$ cat config.mk
export PLATFORM = sky130hd
export DESIGN_NAME = serial_deserializer
export DESIGN_NICKNAME = d
export VERILOG_FILES = /design/src/rtl/serial_deserializer.sv
export SDC_FILE = /design/constraint.sdc
export NUM_CORES = 1
export LEC_CHECK = 0
export ABC_CLOCK_PERIOD_IN_PS = 2400
export BUFFER_PORTS_ARGS = -buffer_cell sky130_fd_sc_hd__buf_2
export CAP_MARGIN = 20
export CORE_AREA = 2 2 39 41
export DETAILED_ROUTE_END_ITERATION = 10
export DIE_AREA = 0 0 41 43
export PLACE_DENSITY = 0.7
export SYNTH_ARGS = -nofsm -noshare
export SYNTH_HDL_FRONTEND = slang
export SYNTH_SLANG_ARGS = --single-unit
$ cat constraint.sdc
create_clock -name clk -period 2.4 [get_ports clk]
set_input_delay 0.48 -clock clk [delete_from_list [all_inputs] [get_ports clk]]
set_output_delay 0.48 -clock clk [all_outputs]
set_load 0.05 [all_outputs]
$ cat src/rtl/serial_deserializer.sv
`default_nettype none
// ============================================================================
// Module      : serial_deserializer
// Description : MSB-first serial-to-parallel converter with a one-word output
//               holding register, ready/valid handshake, sticky overrun flag
//               and synchronous abort of a partial word.
//               Optional feature macro: PARITY_CHECK_EN -- each word carries
//               one trailing even-parity bit and parity_err reports its check.
// Revision    : 1.0 - initial release
// ============================================================================
module serial_deserializer #(
  parameter int N = 4
) (
  input  logic         clk,
  input  logic         rst,
  input  logic         serial_in,
  input  logic         serial_valid,
  input  logic         abort,
  input  logic         out_ready,
  input  logic         clr_overrun,
  output logic [N-1:0] parallel_out,
  output logic         out_valid,
  output logic         busy,
  output logic         overrun,
  output logic         parity_err
);

  // Counter must reach N when the parity state is present.
  localparam int CW = $clog2(N + 1);

  typedef enum logic [1:0] {
    IDLE  = 2'd0,
`ifdef PARITY_CHECK_EN
    PAR   = 2'd2,
`endif
    SHIFT = 2'd1
  } state_t;

  state_t         state;
  state_t         state_nxt;
  logic [CW-1:0]  cnt;
  logic [CW-1:0]  cnt_nxt;
  logic [N-1:0]   shreg;
  logic [N-1:0]   shreg_nxt;
  logic           done;      // a complete word is available on this edge
  logic [N-1:0]   word;      // the completed word (valid when done=1)
  logic           drop;      // completion while the holding register is full
`ifdef PARITY_CHECK_EN
  logic           word_par;  // XOR of data bits and parity bit
`endif

  // State, bit count and shift register.
  always_ff @(posedge clk or posedge rst) begin
    if (rst) begin
      state <= IDLE;
      cnt   <= '0;
      shreg <= '0;
    end else begin
      state <= state_nxt;
      cnt   <= cnt_nxt;
      shreg <= shreg_nxt;
    end
  end

  // Next-state logic: abort has priority over an accepted bit.
  always_comb begin
    state_nxt = state;
    cnt_nxt   = cnt;
    shreg_nxt = shreg;
    done      = 1'b0;
    word      = shreg;
`ifdef PARITY_CHECK_EN
    word_par  = 1'b0;
`endif
    if (abort) begin
      state_nxt = IDLE;
      cnt_nxt   = '0;
      shreg_nxt = '0;
    end else if (serial_valid) begin
      case (state)
        IDLE: begin
          shreg_nxt = {shreg[N-2:0], serial_in};
          cnt_nxt   = CW'(1);
          state_nxt = SHIFT;
        end
        SHIFT: begin
          shreg_nxt = {shreg[N-2:0], serial_in};
          if (cnt == CW'(N - 1)) begin
`ifdef PARITY_CHECK_EN
            // All data bits held; the next accepted bit is parity.
            state_nxt = PAR;
            cnt_nxt   = CW'(N);
`else
            state_nxt = IDLE;
            cnt_nxt   = '0;
            done      = 1'b1;
            word      = {shreg[N-2:0], serial_in};
`endif
          end else begin
            cnt_nxt = cnt + CW'(1);
          end
        end
`ifdef PARITY_CHECK_EN
        PAR: begin
          // Parity bit is not shifted into the data register.
          state_nxt = IDLE;
          cnt_nxt   = '0;
          done      = 1'b1;
          word      = shreg;
          word_par  = ^{shreg, serial_in};
        end
`endif
        default: begin
          state_nxt = IDLE;
          cnt_nxt   = '0;
        end
      endcase
    end
  end

  assign drop = done & out_valid & ~out_ready;
  assign busy = (state != IDLE);

  // Output holding register with ready/valid handshake and overrun flag.
  always_ff @(posedge clk or posedge rst) begin
    if (rst) begin
      parallel_out <= '0;
      out_valid    <= 1'b0;
      overrun      <= 1'b0;
    end else begin
      if (done) begin
        if (!out_valid || out_ready) begin
          parallel_out <= word;
          out_valid    <= 1'b1;
        end
      end else if (out_valid && out_ready) begin
        out_valid <= 1'b0;
      end
      if (drop) begin
        overrun <= 1'b1;
      end else if (clr_overrun) begin
        overrun <= 1'b0;
      end
    end
  end

`ifdef PARITY_CHECK_EN
  // Parity status travels with the word it describes.
  always_ff @(posedge clk or posedge rst) begin
    if (rst) begin
      parity_err <= 1'b0;
    end else if (done && (!out_valid || out_ready)) begin
      parity_err <= word_par;
    end
  end
`else
  assign parity_err = 1'b0;
`endif

endmodule
`default_nettype wire

# Word-level counts from Yosys, hierarchy flattened
# Index checks and enable logic that the tools add are counted.
# op_classes
n_addsub	1
n_eq_ne	4
n_bitwise	3
n_mux	24
reduce_logical	14
# ops
operator	count
$mux 4	7
$reduce_bool 2->1	5
$mux 1	9
$mux 3	3
$reduce_and 2->1	4
$mux 2	3
$pmux 3 s2	1
$pmux 2 s2	1
$add 3x1->3 const B	1
$eq 3x2->1 const B	1
$ne 3x3->1 const B	1
$and 1x1->1	2
$eq 2x1->1 const B	1
$logic_not 2->1	1
$ne 2x1->1 const B	1
$reduce_or 2->1	1
$logic_and 1x1->1	1
$logic_not 1->1	1
$logic_or 1x1->1	1
$not 1->1	1
# totals
input_bits	7
elab_cells	52
output_inout_bits	8
reg_bits	15

# Depth between registers and ports, before layout
# Gate-level depths: netlist (run 1).
# depth
depth_word	8
ltp_mapped	4
depth_no_buf	4

# Worst setup path after synthesis (run 1)
# No wires, ideal clock.
# synth_path
path_kind	reg2reg
startpoint	register state[0]
endpoint	register parallel_out[0]
path_stages_with_launch	4
synth_period_minus_slack_ps	1626
required_ps	2275
setup_time_ps	125
slack_ps	774
path_buffers	0
arrival_ps	1501
cell_sequence	dfrtp_1 > nand4b_4 > nor3b_4 > mux2_2
# synth_between
elab_chain_cells	5
elab_cells_between_ends	8
classes_between	eq/ne (1); mux (6); reduce/logical (1)
# synth_rtl
item	line_no	rtl
start, declared	39	state_t state;
start signal, assigned	59	state <= state_nxt;
$eq 2x1->1 (*)	80	case (state)
$mux 1	80	
$mux 1	79	end else if (serial_valid) begin
$mux 1	75	if (abort) begin
$reduce_and 2->1 (no source line)	-	
end signal, assigned	133	parallel_out <= word;
end, declared	21	output logic [N-1:0] parallel_out,
# Every way passes the cells marked *; elsewhere a longest branch is shown, timed or not.
# A chain may end at the register's enable or synchronous reset.

# Final worst setup path (run 1)
# layout_path
startpoint	register state[0]
endpoint	output busy
# layout_between
elab_chain_cells	1
# layout_rtl
item	line_no	rtl
$reduce_bool 2->1	122	assign busy = (state != IDLE);
end, declared	23	output logic busy,
# No other way between the ends.

==> results of run 1 <==
## per-layer routing
layer | wire length, um | up-vias | track usage
li1 | - | 183 | -
met1 | 458 | 174 | 0.1781
met2 | 376 | 14 | 0.1656
met3 | 70 | 2 | 0.06806
met4 | 19 | 0 | 0.06000
met5 | 0 | - | 0
## report_power, final
group / total [mW] / switching (mW) / internal [mW]
Clock: 0.136 / 0.0719 / 0.0645
Combinational: 0.0380 / 0.0265 / 0.0114
Sequential: 0.230 / 0.00528 / 0.224
Total: 0.404 / 0.104 / 0.300
## flip-flops by register name, summed over array words and instances, names as in the netlist
register and flops:
out_valid 1, overrun 1, shreg 3, state 1
cnt 3, parallel_out 4
## metrics by stage
step / std cells / util / hold slack (ns) / setup WS [ns] / total power [mW]
after floorplan: 47 / - / 0.3570 / 0.7744 / 0.2617
after global placement: 73 / 0.4684 / 0.4931 / 0.7910 / 0.2716
after detailed placement: 73 / 0.4684 / 0.4897 / 0.7618 / 0.2726
after CTS: 77 / 0.4873 / 0.2192 / 0.8639 / 0.4082
after global routing: 77 / 0.4873 / 0.2412 / 0.8242 / 0.4236
final: 77 / 0.4873 / 0.2091 / 0.8690 / 0.4039
## kinds of logic (layout without fill, tap and decap cells)
kind of cell / count (synthesis) / after routing
buffers and inverters: 7 / 21
AOI/OAI and AO/OA: 6 / 6
DFF: 13 / 13
adders and majority gates: 1 / 1
other: 1 / 1
and+or+nand+nor: 12 / 12
muxes: 7 / 7
## placed cells by master, fill, tap and decap left out, types with 2 or more instances in the layout
master / count
nor2_1: 5
buf_2: 13
o21ai_0: 2
dfrtp_1: 13
clkbuf_4: 3
mux2_2: 4
inv_1: 4
nand2b_1: 2
mux2i_1: 3
## how the worst max path moves through the flow
stage	start	cells after the start	endpoint
6_report	state[0]	1	busy
5_1_grt	cnt[0]	4	parallel_out[3]
2_1_floorplan	state[0]	3	parallel_out[0]
4_1_cts	state[0]	1	busy
3_3_place_gp	serial_valid	4	parallel_out[2]
3_5_place_dp	serial_valid	4	parallel_out[0]
## final cells by class
type | instances | area [um2]
Clock buffer | 4 | 26.28
Fill cell | 141 | 709.4
Inverter | 4 | 15.01
Multi-Input combinational cell | 27 | 222.7
Sequential cell | 13 | 325.3
Tap cell | 16 | 20.02
Timing Repair Buffer | 13 | 65.06
==> impl_metrics.csv, run 1 <==
group,metric,value,unit
global_route,grt_pass1_vias,335,
synth,synth_edf_count,0,
clock_network,cts_hold_repair.buffers,0,
pwr,p_per_area,598.9,nW/um2
placement,post_dp_cell_area,648.1,um2
worst_hold_path,worst_hold_path_type,"in -> async",
setup_path,critPathMaxStageDelay,0.47,ns
synth,yosys.area_share.simple,0.1577,
synth,synth_cell_types,21,
clock_network,cts_htree_levels,1,
clock_network,cts_root_buffer,"clkbuf_4",
flow_run,cap_violations,0,
synth,netlist.top_cell.by_area,"dfrtp_1",
route,drt_iter0_drc,5,
setup_path,worstPathArrival,1.05,ns
sta,finClkSkew,0.003454,ns
global_route,grt_first_pass_wirelength,1490,um
setup_path,required,1.92,ns
floorplan,floorplan.rows,14,
synth,netlist_top_cells_count,"dfrtp_1 (13), nor2_1 (5), inv_1 (4), mux2_2 (4), mux2i_1 (3)",
floorplan,area_of_the_die,1763,um2
setup_path,cp_cell_sequence,"buf_2",
synth,synth_top_family_by_area,"simple AND/OR/NAND/NOR gates",
setup_path,cpLargestDelayFamily,"flip-flops",
synth,post_synth_xor_xnor_area,0,
synth,post_synth_mux_area_share,0.1296,
pwr,vdd_ir_drop_max,407.8,uV
sta,grt_setup_unrepaired,"false",
synth,yosys.area.top_type_share,0.5616,
placement,place.port_buffers,13,
route,drc,0,
sta,finalHoldViolCount,0,
setup_path,worstRegToRegCells,4,
outcome,outcome,"finished, final reports clean",
setup_path,timing.critical_path.from_type,"flip-flop",
synth,synth-seq-cells,13,
finish,count_of_nets_after_finishing,70,
clock_network,cts_repair_resize_count,0,
setup_path,criticalPathCategory,"reg -> out",
route,first_pass_iters,4,
sta,achievable-frequency,0.6531,GHz
floorplan,die-width,41,um
synth,ys_warn_count,0,
clock_network,clkSinkCount,13,
clock_network,cts_buffers,3,
sta,finalWorstPathRequiredPeriod,1.531,ns
setup_path,critical_path_end_type,"output port",
setup_path,critPathSlowestCell,"dfrtp_1",
synth,synth_compound_area_frac,0.06911,
setup_path,path_buf_inv,1,
synth,postSynthCellCount,47,
route,dr_total_vias,373,
finish,area_growth,16.41,%
setup_path,r2r_slack,0.91,ns
route,routed_via_density,4.844,
clock_network,postCtsSetupRepairBufs,0,
sta,setup_viol,0,
clock_network,clk_pin_slew,0.08,ns
route,wl,925,um
finish,layout.cell_area.non_filler,674.4,um2
global_route,grt_util_all_layers,0.1300,
clock_network,cts_tree,"built",
sta,finalMaxSlewViolations,0,
global_route,grt_max_degree,14,
floorplan,core,1384,um2
setup_path,r2r_start,"cnt[0]",
finish,diodes,0,
clock_network,clkLatencyLatePin,0.28,ns
clock_network,clockBufferDepth,2,
floorplan,pin_count,15,
setup_path,crit_path_max_fanout,6,
pwr,leakage,0.3620,nW
synth,average_size_of_a_mapped_cell,12.33,um2
synth,yosysSeqAreaShare,0.5616,
sta,timing.final.crit_share,0.6379,
synth,mappedNetlistNets,55,
floorplan,initial_utilization,0.4186,
synth,fraction_of_the_mapped_netlist_area_in_adder_cells,0.02160,
setup_path,worstReg2RegEnd,"parallel_out[2]",
sta,fin_setup_tns,0,ns
floorplan,die_h,43,um
route,routed_wire_length_per_instance,12.01,um
finish,fraction_of_final_layout_cells_sized_beyond_drive_strength_1,0.3607,
global_route,overflow,0,
global_route,antenna_found_initial,0,
synth,post_synth_instance_area,579.3,um2
synth,ys_top_cells_by_area,"dfrtp_1 (56%), mux2_2 (7.8%), mux2i_1 (5.2%), nand4b_4 (4.1%), nor2_1 (3.2%)",
synth,synth_flop_cell,"dfrtp_1",
route,ant_nets,0,
placement,final_estimated_routing_congestion_in_global_placement,0.6643,
synth,yosysMostFrequentCell,"dfrtp_1",
placement,dp_hpwl,706.4,um
synth,post_synth_arst_share,1.000,
Power figures use the tool's default switching activity.
==> run 2, diff against run 1 <==
Settings changed: ABC_AREA set to 1, ABC_CLOCK_PERIOD_IN_PS 2400 to 1530, PLACE_DENSITY 0.7 to 0.72.
Clock period 2.4 ns to 1.53 ns, I/O delays scaled along.
==> run 2 against run 1 <==
  * Clock power up 54%
  * Highest routed layer unchanged
  * Sequential power up 57%
  * Cell count grew 21%
  * Clock skew is 0.0025 ns lower
  * Largest cell class unchanged
  * Global-route usage increased by 2.0 points
  * Die area unchanged
  * Clock-buffer cell count did not move
  * Design area grew 3.0%
  * Worst hold slack worse by 0.18 ns
  * Routed wire length up 17%
  * Flip-flop and latch count stayed put
  * Via count up 24%
==> impl_metrics.csv, run 2 <==
group,metric,value,unit
pwr,vdd_ir_drop_max,532.1,uV
synth,ys_top_cells_by_area,"dfrtp_1 (53%), nand2_1 (8.6%), inv_1 (4.9%), nand4_1 (4.1%), o21ai_0 (4.1%)",
route,drt_iter0_drc,6,
clock_network,clkSinkCount,13,
setup_path,worstPathArrival,1.04,ns
floorplan,initial_utilization,0.4403,
synth,synth_cell_types,20,
sta,finalMaxSlewViolations,0,
worst_hold_path,worst_hold_path_type,"in -> async",
clock_network,clk_pin_slew,0.07,ns
sta,fin_setup_tns,0,ns
setup_path,critPathMaxStageDelay,0.46,ns
setup_path,critical_path_end_type,"output port",
synth,average_size_of_a_mapped_cell,9.672,um2
global_route,grt_first_pass_wirelength,1773,um
setup_path,required,1.22,ns
finish,fillers,151,
setup_path,timing.critical_path.from_type,"flip-flop",
placement,place.port_buffers,13,
setup_path,r2r_slack,0.34,ns
floorplan,area_of_the_die,1763,um2
synth,ys_warn_count,0,
placement,post-place-cells,89,
pwr,p_total,632.8,uW
synth,post_synth_instance_area,609.3,um2
sta,finalWorstPathRequiredPeriod,1.342,ns
sta,timing.final.crit_share,0.8773,
sta,grt_setup_unrepaired,"false",
setup_path,r2r_start,"cnt[0]",
sta,achievable-frequency,0.7450,GHz
synth,postSynthCellCount,63,
finish,layout.cells.most_common_list,"nand2_1 (14), dfrtp_1 (13), buf_2 (13)",
sta,finClkSkew,0.001003,ns
clock_network,clkLatencyLatePin,0.27,ns
global_route,antenna_found_initial,0,
floorplan,pin_count,15,
synth,netlist_top_cells_count,"nand2_1 (14), dfrtp_1 (13), inv_1 (8)",
finish,final_common_cell,"nand2_1",
finish,reg_top3,"parallel_out (4), cnt (3), shreg (3)",
clock_network,cts_hold_repair.buffers,0,
synth,synth_flop_cell,"dfrtp_1",
floorplan,floorplan.rows,14,
floorplan,die-width,41,um
finish,post_layout_nonfiller_instances,93,
setup_path,worstReg2RegEnd,"parallel_out[3]",
finish,fraction_of_final_layout_cells_sized_beyond_drive_strength_1,0.2597,
synth,post_synth_arst_share,1.000,
setup_path,cpLargestDelayFamily,"flip-flops",
global_route,grt_pass1_vias,408,
finish,diodes,0,
sta,finalHoldViolCount,0,
synth,netlist.top_cell.by_area,"dfrtp_1",
setup_path,worstRegToRegCells,6,
floorplan,die_h,43,um
placement,dp_hpwl,844.9,um
synth,yosys.area.top_type_share,0.5339,
setup_path,cp_cell_sequence,"buf_2",
finish,count_of_nets_after_finishing,86,
global_route,overflow,0,
setup_path,path_buf_inv,1,
placement,final_estimated_routing_congestion_in_global_placement,0.7286,
route,dr_total_vias,463,
route,drc,0,
synth,synth-seq-cells,13,
clock_network,cts_buffers,3,
sta,setup_viol,0,
setup_path,criticalPathCategory,"reg -> out",
finish,area_growth,13.96,%
clock_network,cts_tree,"built",
route,first_pass_iters,4,
global_route,grt_max_degree,14,
floorplan,core,1384,um2
finish,reg_with_most_ffs,"parallel_out",
synth,yosysMostFrequentCell,"nand2_1",
flow_run,cap_violations,0,
route,ant_nets,0,
sta,hold_worst_slack,0.03096,ns
synth,yosysSeqAreaShare,0.5339,
clock_network,clockBufferDepth,2,
pwr,p_per_area,911.2,nW/um2
synth,synth_edf_count,0,
pwr,leakage,0.3920,nW
global_route,grt_util_all_layers,0.1503,
route,wl,1078,um
clock_network,cts_repair_resize_count,0,
setup_path,crit_path_max_fanout,5,
route,routed_via_density,4.978,
route,routed_wire_length_per_instance,11.59,um
clock_network,cts_root_buffer,"clkbuf_4",
synth,mappedNetlistNets,71,
clock_network,cts_htree_levels,1,
setup_path,critPathSlowestCell,"dfrtp_1",
outcome,outcome,"finished, final reports clean",
finish,largest_reg_flops,4,
clock_network,postCtsSetupRepairBufs,0,
[run 2: cell count changes after synthesis, sizes merged, moves of 2 or more]
cell / change
nand2b: -2
inv: +5
mux2i: -3
nor3b: -2
o22ai: +2
nand2: +15
nand4: +4
mux2: -4
nand3: +3
o21ai: +3
nor2: -3
[run 2: how the worst max path moves through the flow]
stage          startpoint  slack (ns)         endpoint  cells past startpoint
5_1_grt          state[0]        0.14             busy                      1
2_1_floorplan    state[0]        0.25  parallel_out[0]                      5
4_1_cts          state[0]        0.19             busy                      1
3_3_place_gp       cnt[0]        0.41  parallel_out[0]                      6
6_report         state[0]        0.19             busy                      1
3_5_place_dp       cnt[0]        0.35  parallel_out[3]                      6
[run 2: final cells by class]
cell class              count  area [um2]  share of cell area
inverters                   9       33.78             0.04865
multi-input cells          38       224.0              0.3225
clock buffers               4       26.28             0.03784
well taps                  16       20.02             0.02883
repair buffers             13       65.06             0.09369
flip-flops and latches     13       325.3              0.4685
[run 2: power by group]
group          switching (mW)  leakage (nW)  internal (mW)  total (mW)
combinational          0.0474         0.199         0.0171      0.0645
clock                   0.108        0.0150          0.101       0.209
sequential            0.00771         0.178          0.352       0.360
total                   0.163         0.392          0.470       0.633
[run 2: metal layers]
metal / GRT usage / part of all wire / vias up
met2: 0.2125 / 0.47 / 16
li1: - / - / 229
met5: 0 / 0 / -
met1: 0.2082 / 0.45 / 214
met3: 0.03141 / 0.063 / 4
met4: 0.08000 / 0.022 / 0
[run 2: cell families after synthesis]
kind of cell,Yosys count,share of synthesized area
buf+inv,12,0.09855
other cells,1,0.006154
compound gates,9,0.08007
fa+ha+maj,1,0.02053
flops,13,0.5339
simple gates,27,0.2608
[run 2: per-stage QoR]
stage                     worst slack (ns)    util  instance area [um2]
after floorplan                     0.2462       -                609.3
after global routing                0.1390  0.5018                694.4
final                               0.1877  0.5018                694.4
after detailed placement            0.3453  0.4828                668.1
after CTS                           0.1900  0.5018                694.4
after global placement              0.4096  0.4828                668.1
